==> src/rtl/rec_adc_sequencer.sv <==
// Recording-ADC sequencer: scans masked mux channels, runs N_ADC serial SAR
// conversions in parallel and presents one parallel word per channel on valid/ready.
module rec_adc_sequencer #(
  parameter int unsigned N_ADC      = 2,
  parameter int unsigned N_CH       = 32,
  parameter int unsigned IDX_W      = 5,
  parameter int unsigned RES_W      = 10,
  parameter int unsigned SETTLE_CYC = 2,
  parameter int unsigned SAMPLE_CYC = 3
) (
  input  logic                     clk_i,
  input  logic                     reset_i,
  input  logic                     enable_i,
  input  logic [N_CH-1:0]          ch_mask_i,
  input  logic [N_ADC-1:0]         adc_res_i,
  output logic                     adc_en_o,
  output logic                     sample_o,
  output logic [IDX_W-1:0]         mux_idx_o,
  output logic [N_ADC*RES_W-1:0]   data_o,
  output logic [IDX_W-1:0]         data_ch_o,
  output logic                     data_valid_o,
  input  logic                     data_ready_i,
  output logic                     frame_o,
  output logic                     ovf_o
);

  localparam int unsigned MAX_SS = (SETTLE_CYC > SAMPLE_CYC) ? SETTLE_CYC : SAMPLE_CYC;
  localparam int unsigned MAXC   = (MAX_SS > RES_W) ? MAX_SS : RES_W;
  localparam int unsigned CNT_W  = $clog2(MAXC + 1);

  typedef enum logic [2:0] {
    S_IDLE,
    S_SETTLE,
    S_SAMPLE,
    S_CONVERT,
    S_STORE
  } state_t;

  state_t                         r_state;
  logic [CNT_W-1:0]               r_cnt;
  logic [N_CH-1:0]                r_mask;
  logic                           r_en_d;
  logic [N_ADC-1:0][RES_W-1:0]    r_sr;

  logic                           w_first_vld;
  logic [IDX_W-1:0]               w_first_idx;
  logic                           w_next_vld;
  logic [IDX_W-1:0]               w_next_idx;

  // Lowest set bit of the incoming mask, and next set bit of the latched mask
  // above the current channel; no next bit means the current channel ends the sweep.
  always_comb begin
    w_first_vld = 1'b0;
    w_first_idx = '0;
    w_next_vld  = 1'b0;
    w_next_idx  = '0;
    for (int unsigned i = 0; i < N_CH; i++) begin
      if (ch_mask_i[i] && !w_first_vld) begin
        w_first_vld = 1'b1;
        w_first_idx = IDX_W'(i);
      end
      if (r_mask[i] && (i > 32'(mux_idx_o)) && !w_next_vld) begin
        w_next_vld = 1'b1;
        w_next_idx = IDX_W'(i);
      end
    end
  end

  always_ff @(posedge clk_i or posedge reset_i) begin
    if (reset_i) begin
      r_state      <= S_IDLE;
      r_cnt        <= '0;
      r_mask       <= '0;
      r_en_d       <= 1'b0;
      r_sr         <= '0;
      adc_en_o     <= 1'b0;
      sample_o     <= 1'b0;
      mux_idx_o    <= '0;
      data_o       <= '0;
      data_ch_o    <= '0;
      data_valid_o <= 1'b0;
      frame_o      <= 1'b0;
      ovf_o        <= 1'b0;
    end else begin
      r_en_d  <= enable_i;
      frame_o <= 1'b0;
      if (data_valid_o && data_ready_i) begin
        data_valid_o <= 1'b0;
      end
      if (enable_i && !r_en_d) begin
        ovf_o <= 1'b0;
      end

      // Disable wins over every active state, including STORE: the
      // in-flight conversion is abandoned while any pending output word stays.
      if (r_state != S_IDLE && !enable_i) begin
        r_state  <= S_IDLE;
        r_cnt    <= '0;
        adc_en_o <= 1'b0;
        sample_o <= 1'b0;
      end else begin
        case (r_state)
          S_IDLE: begin
            if (enable_i && w_first_vld) begin
              r_mask    <= ch_mask_i;
              mux_idx_o <= w_first_idx;
              r_cnt     <= '0;
              adc_en_o  <= 1'b1;
              r_state   <= S_SETTLE;
            end
          end
          S_SETTLE: begin
            if (r_cnt == CNT_W'(SETTLE_CYC - 1)) begin
              r_cnt    <= '0;
              sample_o <= 1'b1;
              r_state  <= S_SAMPLE;
            end else begin
              r_cnt <= r_cnt + CNT_W'(1);
            end
          end
          S_SAMPLE: begin
            if (r_cnt == CNT_W'(SAMPLE_CYC - 1)) begin
              r_cnt    <= '0;
              sample_o <= 1'b0;
              r_state  <= S_CONVERT;
            end else begin
              r_cnt <= r_cnt + CNT_W'(1);
            end
          end
          S_CONVERT: begin
            for (int unsigned a = 0; a < N_ADC; a++) begin
              r_sr[a] <= {r_sr[a][RES_W-2:0], adc_res_i[a]};
            end
            if (r_cnt == CNT_W'(RES_W - 1)) begin
              r_cnt   <= '0;
              r_state <= S_STORE;
            end else begin
              r_cnt <= r_cnt + CNT_W'(1);
            end
          end
          S_STORE: begin
            if (!data_valid_o || data_ready_i) begin
              data_o       <= r_sr;
              data_ch_o    <= mux_idx_o;
              data_valid_o <= 1'b1;
              frame_o      <= !w_next_vld;
            end else begin
              ovf_o <= 1'b1;
            end
            if (w_next_vld) begin
              mux_idx_o <= w_next_idx;
              r_state   <= S_SETTLE;
            end else begin
              r_mask <= ch_mask_i;
              if (w_first_vld) begin
                mux_idx_o <= w_first_idx;
                r_state   <= S_SETTLE;
              end else begin
                adc_en_o <= 1'b0;
                r_state  <= S_IDLE;
              end
            end
          end
          default: begin
            r_state <= S_IDLE;
          end
        endcase
      end
    end
  end

endmodule
==> config.mk <==
export PLATFORM = sky130hd
export DESIGN_NAME = rec_adc_sequencer
export DESIGN_NICKNAME = d
export VERILOG_FILES = /design/src/rtl/rec_adc_sequencer.sv
export SDC_FILE = /design/constraint.sdc
export NUM_CORES = 1
export LEC_CHECK = 0
export CORE_MARGIN = 3
export CORE_UTILIZATION = 35
export CTS_CLUSTER_DIAMETER = 40
export CTS_CLUSTER_SIZE = 16
export DETAILED_ROUTE_END_ITERATION = 10
export PLACE_DENSITY = 0.65
export REMOVE_ABC_BUFFERS = 1
export SLEW_MARGIN = 30
export SYNTH_ARGS = -nofsm -noshare
export SYNTH_HDL_FRONTEND = slang
export SYNTH_SLANG_ARGS = --single-unit
==> constraint.sdc <==
create_clock -name clk_i -period 9.8 [get_ports clk_i]
set_clock_uncertainty 0.05 [all_clocks]
set_input_delay 1.96 -clock clk_i [delete_from_list [all_inputs] [get_ports clk_i]]
set_output_delay 1.96 -clock clk_i [all_outputs]
set_load 0.03 [all_outputs]
* After elaboration in Yosys (flattened, before gate mapping)
Index checks and enable logic that the tools add are counted.
Cells by class: eq/ne operators 16, add/sub/neg operators 1, $mul 0, divide/modulo/power cells 0, bitwise logic cells 1, shifts and indexed selects 0, muxes and demuxes 166, reductions and logical operators 176, magnitude comparators 31
Operators by type and width (number):
- two-way mux 5 bit | 63
- logical AND 1 bit | 96
- two-way mux 1 bit | 85
- > comparator 5 bit, first input constant | 16
- logical NOT 1 bit | 65
- two-way mux 32 bit | 2
- one-hot mux 32 bit (2 select lines) | 1
- > comparator 4 x 5 -> 1 bit, first input constant | 8
- inequality test 3 bit, second input constant | 7
- > comparator 3 x 5 -> 1 bit, first input constant | 4
- two-way mux 4 bit | 5
- one-hot mux 4 bit (4 select lines) | 1
- AND reduction 4 bit | 4
- two-way mux 3 bit | 5
- one-hot mux 3 bit (5 select lines) | 1
- > comparator 2 x 5 -> 1 bit, first input constant | 2
- one-hot mux 5 bit (2 select lines) | 1
- nonzero test 3 bit | 3
- equality test 3 x 2 -> 1 bit, second input constant | 2
- AND reduction 3 bit | 2
- > comparator 1 x 5 -> 1 bit, first input constant | 1
- nonzero test 5 bit | 1
- adder 4 x 1 -> 4 bit, second input constant | 1
- equality test 4 x 1 -> 1 bit, second input constant | 1
- 11 further kinds | 14
Word-level totals: register bits 95, logic and storage cells 405, ROM bits 0, memories 0, output and inout bits 35, latch bits 0, input bits 38, memory bits (writable) 0

* Longest topological paths before layout
Gate-level depths: netlist of run 1.
depth in word-level cells 98, mapped depth 11, mapped depth without buffers 9

* Worst setup path after synthesis of run 1
Ideal clock, no wire load.
path type input to register, from input ch_mask_i[16], to register r_state[0], stages on the path 7, required time 9.607 ns, library setup time 0.143 ns, slack 5.558 ns, data arrival time 4.049 ns, path buffers 0, path through or4_1 or3_1 or4_4 a2111oi_2 nand2b_1 nand2b_1 o22ai_1
Between the ends: longest elaborated chain between the ends 51, elaborated cells on any way between the ends 54, classes of those cells eq/ne (1); mux (20); reduce/logical (33)
RTL lines:
- start, declared | RTL line 14 | input logic [N_CH-1:0] ch_mask_i,
- logical AND 1 bit (*) | RTL line 58 | if (ch_mask_i[i] && !w_first_vld) begin
- two-way mux 1 bit (*) | RTL line 58
- logical NOT 1 bit | RTL line 58
- logical AND 1 bit | RTL line 58
- two-way mux 1 bit (*) | RTL line 58
- logical NOT 1 bit | RTL line 58
- logical AND 1 bit | RTL line 58
- two-way mux 1 bit (*) | RTL line 58
- [... 35 more ...]
- two-way mux 1 bit (*) | RTL line 58
- logical NOT 1 bit | RTL line 58
- logical AND 1 bit | RTL line 58
- two-way mux 1 bit (*) | RTL line 58
- two-way mux 1 bit | RTL line 155 | if (w_first_vld) begin
- two-way mux 1 bit | RTL line 150 | if (w_next_vld) begin
- one-hot mux 3 bit (5 select lines) | RTL line 102 | case (r_state)
- two-way mux 3 bit | RTL line 96 | if (r_state != S_IDLE && !enable_i) begin
- end signal, assigned | RTL line 97 | r_state <= S_IDLE;
- end signal, assigned | RTL line 152 | r_state <= S_SETTLE;
- end signal, assigned | RTL line 157 | r_state <= S_SETTLE;
- end, declared | RTL line 39 | state_t r_state;
Every way passes the cells marked *; elsewhere a longest branch is shown, timed or not. A chain may end at the register's enable or synchronous reset.

* Final worst setup path of run 1
from input ch_mask_i[2], to register r_mask[30]
Between the ends: longest elaborated chain between the ends 92
RTL lines:
- logical AND 1 bit (*) | RTL line 58
- two-way mux 1 bit (*) | RTL line 58
- logical NOT 1 bit | RTL line 58
- logical AND 1 bit | RTL line 58
- two-way mux 1 bit (*) | RTL line 58
- logical NOT 1 bit | RTL line 58
- logical AND 1 bit | RTL line 58
- two-way mux 1 bit (*) | RTL line 58
- [... 76 more ...]
- logical AND 1 bit | RTL line 58
- two-way mux 1 bit (*) | RTL line 58
- logical NOT 1 bit | RTL line 58
- logical AND 1 bit | RTL line 58
- two-way mux 1 bit (*) | RTL line 58
- logical AND 1 bit (*) | RTL line 104 | if (enable_i && w_first_vld) begin
- inequality test 2 bit (no source line) (*)
- AND reduction 4 bit (no source line) (*)
- end signal, assigned | RTL line 105 | r_mask <= ch_mask_i;
- end signal, assigned | RTL line 154 | r_mask <= ch_mask_i;
- end, declared | RTL line 41 | logic [N_CH-1:0] r_mask;
Marked as above.

==> summary.txt, run 1 <==
Outcome
  • Outcome: completed

Setup path
  • CP Class: input port to flop
  • CP delay by family, top: simple AND/OR/NAND/NOR gates
  • Critical path depth in cells: 8
  • Critical Path Start: ch_mask_i[2]
  • Worst path cell trace: clkdlybuf4s50_1 > nor4_1 > nand4_1 > or4_4 > o211ai_2 > a21oi_2 > buf_4 > mux2_4
  • Worst R2R Start: mux_idx_o[4]
  • Reg2Reg Setup Slack: ~5400 ps
  • R2R depth: 8
  • Crit start category: input port
  • Setup crit end kind: flop
  • Worst Path Required: about 10000 ps
  • Worst Path Buf+Inv: 2
  • Crit-path max FO: 20
  • Slowest CP cell: or4_4
  • Worst setup endpoint: r_mask[30]
  • CP arrival: 5080 ps
  • Max incr delay on CP: 650 ps
  • Reg2Reg Capture Point: r_mask[27]

CTS
  • Sink Count: 94
  • Worst skew pair latency: roughly 350 ps
  • Clk buf depth: 2
  • H-tree depth: 3
  • Hold buffers post-CTS: 0
  • CTS buffer count: 9
  • Post-CTS Setup Inserts: 0
  • Clock transition at the registers of the reported paths: 70 ps
  • CTS tree: done
  • CTS resizes: 0
  • Clock root cell: clkbuf_16

Final layout
  • Seq. cell area: 2352 µm²
  • Final instance area: 6296 µm²
  • Synth-to-Final Area Change: 22.85%
  • Layout Nets: 595
  • Layout Utilization: around 45%
  • Filler Cell Count: 1335
  • Share of cells above drive strength 1: between 10% and 20%
  • Commonest non-fill, non-tap cell in the layout: dfrtp_1
  • Diodes inserted: 0
  • Most frequent cells in the layout: dfrtp_1, clkdlybuf4s50_1, mux2_2
  • Multi-input combinational cell area: between 2000 and 3000 µm²

Flow run
  • Max Cap Viol: 0

Drt
  • Vias per cell: 5.723
  • DR vias: 4229
  • Drt initial violations: 331
  • DRT Wirelength: about 13000 µm
  • Wire per inst: 17.70 µm
  • # DRC: 0
  • Initial DRT Pass Iterations: 5
  • Antenna viol nets, final: 0

Logic synthesis
  • Cell taking the most area after synthesis: dfrtp_1
  • Seq/Total Area, Yosys: a little under half
  • Cell Area, Synth: 5125 µm²
  • Yosys warns: 0
  • Number of synthesized flops with an enable pin: 0
  • Async set-or-reset flop fraction in the synthesized netlist: 100.0%
  • Adder-Cell Fraction of Synth Area: 0.7324%
  • Top cells by area, synth: dfrtp_1, mux2_2, o21ai_0
  • Syn avg cell area: 10.42 µm²
  • Simple-Gate Fraction of Synth Area: 15.21%
  • Mux cell area share after synthesis: 16.65%
  • Post-synthesis compound-gate area fraction: 17.48%
  • Count of cell types in the netlist: 66
  • Syn Inst Count: 492
  • Flops & latches, synth: 94
  • Synth Area in XOR/XNOR: 0.1709%
  • Yosys top cell area share: 45.90%
  • Largest family of logic cells by synthesized area: compound AO/OA/AOI/OAI gates
  • Synth Flop Type: dfrtp_1

Floorplanning
  • Die Span X: 127.0 µm
  • Rows: 43
  • Initial Util: 36.36%
  • Die height: 127.0 µm
  • Core area: 14100 µm²
  • Ports: 73
  • Die area: 16130 µm²

Global routing
  • GRT Total Usage: 16.81%
  • Largest net degree at the start of global routing: slightly above 60
  • Global route overflow: 0
  • Vias in the first global route: 4090
  • Global-route wire length before repair: 21820 µm
  • Initial antenna violation count: 0

Power and ir drop
  • Sw Ratio: 36.01%
  • Flop pwr share: between 40% and 50%
  • Gate power share: 33.0%
  • Leak: ~2.6 nW
  • Worst IR drop on VDD: 0.1099 mV
  • Net load switching power: 0.5395 mW
  • Pwr Density: 238.0 nW/µm²
  • Cell-internal power: around 0.96 mW
  • Clk pwr share: 26.2%

STA
  • Final setup vio count: 0
  • Setup_tns: 0 ps
  • Least-Margin Pin Slew: 943.6 ps
  • Slew HR: 37.09%
  • Hold Vio Cnt, Final: 0
  • Final min period: a little under 5000 ps
  • RSZ-0062 raised after global routing: false
  • Max Slew Vio Count: 0
  • Peak Freq: 0.2040 GHz
  • WHS: 431.3 ps
  • Period utilisation layout: 50.02%

Hold path
  • Hold WC Path Type: flop to flop

Placement
  • Placer's final routability congestion estimate: 0.9142
  • Port Buffers: 72
  • Post-DP HPWL: 9459 µm
  • Placement Cell Area: 5961 µm²
==> layer usage <==
metal	part of all wire, %	GRT usage (%)
met4	1.4	4.858
met5	0	0
met1	45	23.48
met2	48	26.46
met3	5.1	3.595
==> logic make-up after synthesis <==
logic type	Yosys count
AO/OA/AOI/OAI	128
XOR/XNOR	1
adder cells (fa/ha/maj)	3
buffers and inverters	41
flip-flops	94
multiplexers	75
AND/OR/NAND/NOR	150
==> power groups by stage <==
| stage | logic, mW | registers, mW | clock network [mW] |
|---|---|---|---|
| after floorplan | 0.338 | 0.598 | 0 |
| after global placement | 0.480 | 0.610 | 0 |
| after detailed placement | 0.491 | 0.615 | 0 |
| after CTS | 0.495 | 0.609 | 0.401 |
| after global routing | 0.546 | 0.630 | 0.420 |
| final | 0.494 | 0.612 | 0.392 |
==> registers in the layout, summed over array words and instances, names as in the netlist <==
| name | flops |
|---|---|
| mux_idx_o | 5 |
| r_sr | 20 |
| adc_en_o | 1 |
| r_state | 3 |
| data_o | 20 |
| data_valid_o | 1 |
| r_mask | 31 |
| r_cnt | 4 |
| ovf_o | 1 |
| r_en_d | 1 |
| data_ch_o | 5 |
| frame_o | 1 |
| sample_o | 1 |
==> worst min-delay path by stage <==
stage	from	end	slack, ps	depth (start not counted)
after global routing	r_sr[9]	r_sr[9]	460	1
after floorplan	r_en_d	ovf_o	390	2
after global placement	r_en_d	ovf_o	410	2
after CTS	r_en_d	ovf_o	440	2
after detailed placement	r_en_d	ovf_o	420	2
final	r_en_d	ovf_o	430	2
==> Yosys cell counts, types with 4 or more instances <==
cell type	count
dfrtp_1	94
mux2_2	70
nand2_1	40
o21ai_0	32
nor2_1	29
a21oi_1	20
inv_1	16
nand2b_1	13
nand3_1	12
nor3_1	11
clkbuf_1	9
buf_2	8
nor2b_1	8
nor4_1	7
a21boi_0	6
nand4_1	6
o211ai_1	6
o31ai_1	6
a31oi_1	5
a32oi_1	5
a211oi_1	4
a41oi_1	4
and3_1	4
buf_6	4
o41ai_1	4
or2_2	4
==> worst reg2reg max path: stages, from the launching register on <==
cell and delay [ps]:
dfrtp_1 900, clkinv_1 560, a32oi_1 480, o211ai_1 290, nor4b_4 470, nand2_1 150, a21oi_2 610, buf_4 420
mux2_2 390
==> metrics by stage <==
stage | power [mW] | instances | setup slack, ps
2_1_floorplan | 0.9358 | 468 | 5341
3_3_place_gp | 1.089 | 723 | 4639
3_5_place_dp | 1.106 | 723 | 4564
4_1_cts | 1.505 | 739 | 4926
5_1_grt | 1.596 | 739 | 4773
6_report | 1.498 | 739 | 4898
==> final cells by class <==
cell class,count,share of cell area (%)
sequential,94,37.36
clock buffer,9,3.577
tap,180,3.577
clock inverter,7,1.729
timing repair buffer,75,11.80
inverter,17,1.033
multi-input combinational,357,40.92
Note: power is estimated with default switching activity, not from simulation.
==> run 2, diff against run 1 <==
PLACE_DENSITY = 0.67   (was 0.65)
clock period = 4.26 ns   (was 9.8 ns; I/O delays follow)
==> run 2 against run 1 <==
Critical path depth stayed put; die area stayed put; final cell count rose by 1.5%; count of clock-buffer cells in the layout up 1; register-to-register slack lost 4700 ps; first-iteration DRC count increased by 1.5%; sequential power up 130%; wire length up 0.67%; non-clock buffer count increased by 11; highest routed layer unchanged.
==> summary.txt, run 2 (synthesis gave the netlist of run 1 again) <==
Outcome
  • Outcome: completed (unchanged)

CTS
  • Post-CTS Setup Inserts: 0 (unchanged)
  • H-tree depth: 3 (unchanged)
  • CTS buffer count: 9 (unchanged)
  • Worst skew pair latency: 350 ps (about the same)
  • Sink Count: 94 (unchanged)
  • CTS resizes: 0 (unchanged)
  • Hold buffers post-CTS: 0 (unchanged)
  • Clock root cell: clkbuf_16 (unchanged)
  • Clock transition at the registers of the reported paths: 70 ps (about the same)
  • Clk buf depth: 2 (unchanged)
  • CTS tree: done (unchanged)

Placement
  • Pre-CTS setup slack: 288.5 ps (was 4564 ps)
  • Placer's final routability congestion estimate: 0.9324 (was 0.9142)
  • Port Buffers: 72 (unchanged)
  • Placement Cell Area: 6068 µm² (was 5961 µm²)
  • Post-DP HPWL: 9512 µm (was 9459 µm)
  • Post-Place Cells: 734 (was 723)

STA
  • WHS: 429.6 ps (was 431.3 ps)
  • Final WS setup: 589.7 ps (was 4898 ps)
  • Final setup vio count: 0 (unchanged)
  • Max Slew Vio Count: 0 (unchanged)
  • Slew HR: 46.13% (was 37.09%)
  • Final min period: ~3700 ps
  • RSZ-0062 raised after global routing: false (unchanged)
  • Hold Vio Cnt, Final: 0 (unchanged)
  • Peak Freq: around 0.27 GHz
  • Least-Margin Pin Slew: 808.0 ps (was 943.6 ps)
  • Setup_tns: 0 ps (unchanged)
  • Period utilisation layout: around 86%

Global routing
  • Initial antenna violation count: 0 (unchanged)
  • Global-route wire length before repair: 21870 µm (was 21820 µm)
  • GRT Total Usage: 16.64% (was 16.81%)
  • Global route overflow: 0 (unchanged)
  • Largest net degree at the start of global routing: 95 (was 62)
  • Vias in the first global route: 4220 (was 4090)

Setup path
  • Setup crit end kind: flop (unchanged)
  • CP arrival: 3850 ps (was 5080 ps)
  • Crit start category: input port (unchanged)
  • Crit-path max FO: 22 (was 20)
  • Worst Path Required: 4440 ps (was 9980 ps)
  • CP Class: input port to flop (unchanged)
  • R2R depth: 8 (unchanged)

Final layout
  • Layout Nets: 606 (was 595)
  • Synth-to-Final Area Change: 24.10% (was 22.85%)
  • Reg with most FFs: r_mask (unchanged)
  • Layout Utilization: 45.12% (was 44.67%)
  • Largest regs: r_mask x31, data_o x20, r_sr x20 (unchanged)
  • Seq. cell area: 2352 µm² (unchanged)
  • Final instance area: 6360 µm² (was 6296 µm²)
  • Largest register FFs: 31 (unchanged)
  • Post-Layout Cell Count: 750 (was 739)
  • Most frequent cells in the layout: dfrtp_1, clkdlybuf4s50_1, mux2_2 (unchanged)
  • Diodes inserted: 0 (unchanged)
  • Share of cells above drive strength 1: 20.88% (was 19.32%)
  • Commonest non-fill, non-tap cell in the layout: dfrtp_1 (unchanged)
  • Filler Cell Count: 1358 (was 1335)
  • Multi-input combinational cell area: 2576 µm² (unchanged)

Drt
  • Drt initial violations: 336 (was 331)
  • DRT Wirelength: 13170 µm (was 13080 µm)
  • Wire per inst: 17.56 µm (was 17.70 µm)
  • DR vias: 4281 (was 4229)
  • Initial DRT Pass Iterations: 5 (unchanged)
  • # DRC: 0 (unchanged)
  • Antenna viol nets, final: 0 (unchanged)
  • Vias per cell: 5.708 (was 5.723)

Hold path
  • Hold WC Path Type: flop to flop (unchanged)
  • Hold Path Depth: 2 (unchanged)

Floorplanning
  • Die Span X: 127.0 µm (unchanged)
  • Ports: 73 (unchanged)
  • Die height: 127.0 µm (unchanged)
  • Initial Util: 36.36% (unchanged)
  • Die area: 16130 µm² (unchanged)
  • Core area: 14100 µm² (unchanged)
  • Rows: 43 (unchanged)

Power and ir drop
  • Worst IR drop on VDD: 0.1888 mV (was 0.1099 mV)
  • Leak: 2.670 nW (was 2.634 nW)
  • Total power: 3.351 mW (was 1.498 mW)
  • Pwr Density: 527.0 nW/µm² (was 238.0 nW/µm²)

Flow run
  • Max Cap Viol: 0 (unchanged)
-- run 2: changes by cell type in the layout (fill, tap and decap cells not counted), sizes merged --
cell,previous run,this run
clkinvlp,0,3
clkbuf,9,10
buf,3,14
inv,19,18
clkinv,3,2
bufinv,2,0
-- run 2: worst max-delay path: stages --
cell	delay [ps]
clkdlybuf4s50_1	480
or4_1	650
or3_1	400
or4_4	560
o211ai_2	190
a21oi_2	160
buf_12	250
mux2_4	300
-- run 2: worst paths after layout --
check	from	to	slack [ps]
min in group asynchronous	reset_i	data_o[16]	880
worst max register to register	mux_idx_o[2]	r_mask[6]	620
worst max-delay path	ch_mask_i[16]	r_mask[3]	590
worst min-delay path	r_en_d	ovf_o	430
max in group asynchronous	reset_i	r_mask[25]	2900
worst min register to register	r_en_d	ovf_o	430
-- run 2: metal layers --
layer  part of all wire (%)  global-route usage [%]
met4                    2.6                   6.372
met5                      0                       0
met1                     46                   23.27
met2                     47                   26.49
met3                    4.6                   2.132
-- run 2: final cells by class --
type                            count  area share (%)
Clock buffer                       10           3.758
Clock inverter                      6          0.8066
Inverter                           17           1.023
Multi-Input combinational cell    357           40.51
Sequential cell                    94           36.99
Tap cell                          180           3.541
Timing Repair Buffer               86           13.38
-- run 2: where the power goes --
| part | leakage (nW) | switching, mW | total [mW] | internal (mW) |
|---|---|---|---|---|
| Sequential | 1.22 | 0.286 | 1.40 | 1.12 |
| Combinational | 1.31 | 0.582 | 1.17 | 0.584 |
| Clock | 0.134 | 0.363 | 0.783 | 0.420 |
==> run 3, diff against run 2 <==
CAP_MARGIN = 20   (was default)
==> results of run 3 <==
No change in the layout: final DEF, timing and power equal those of run 2.
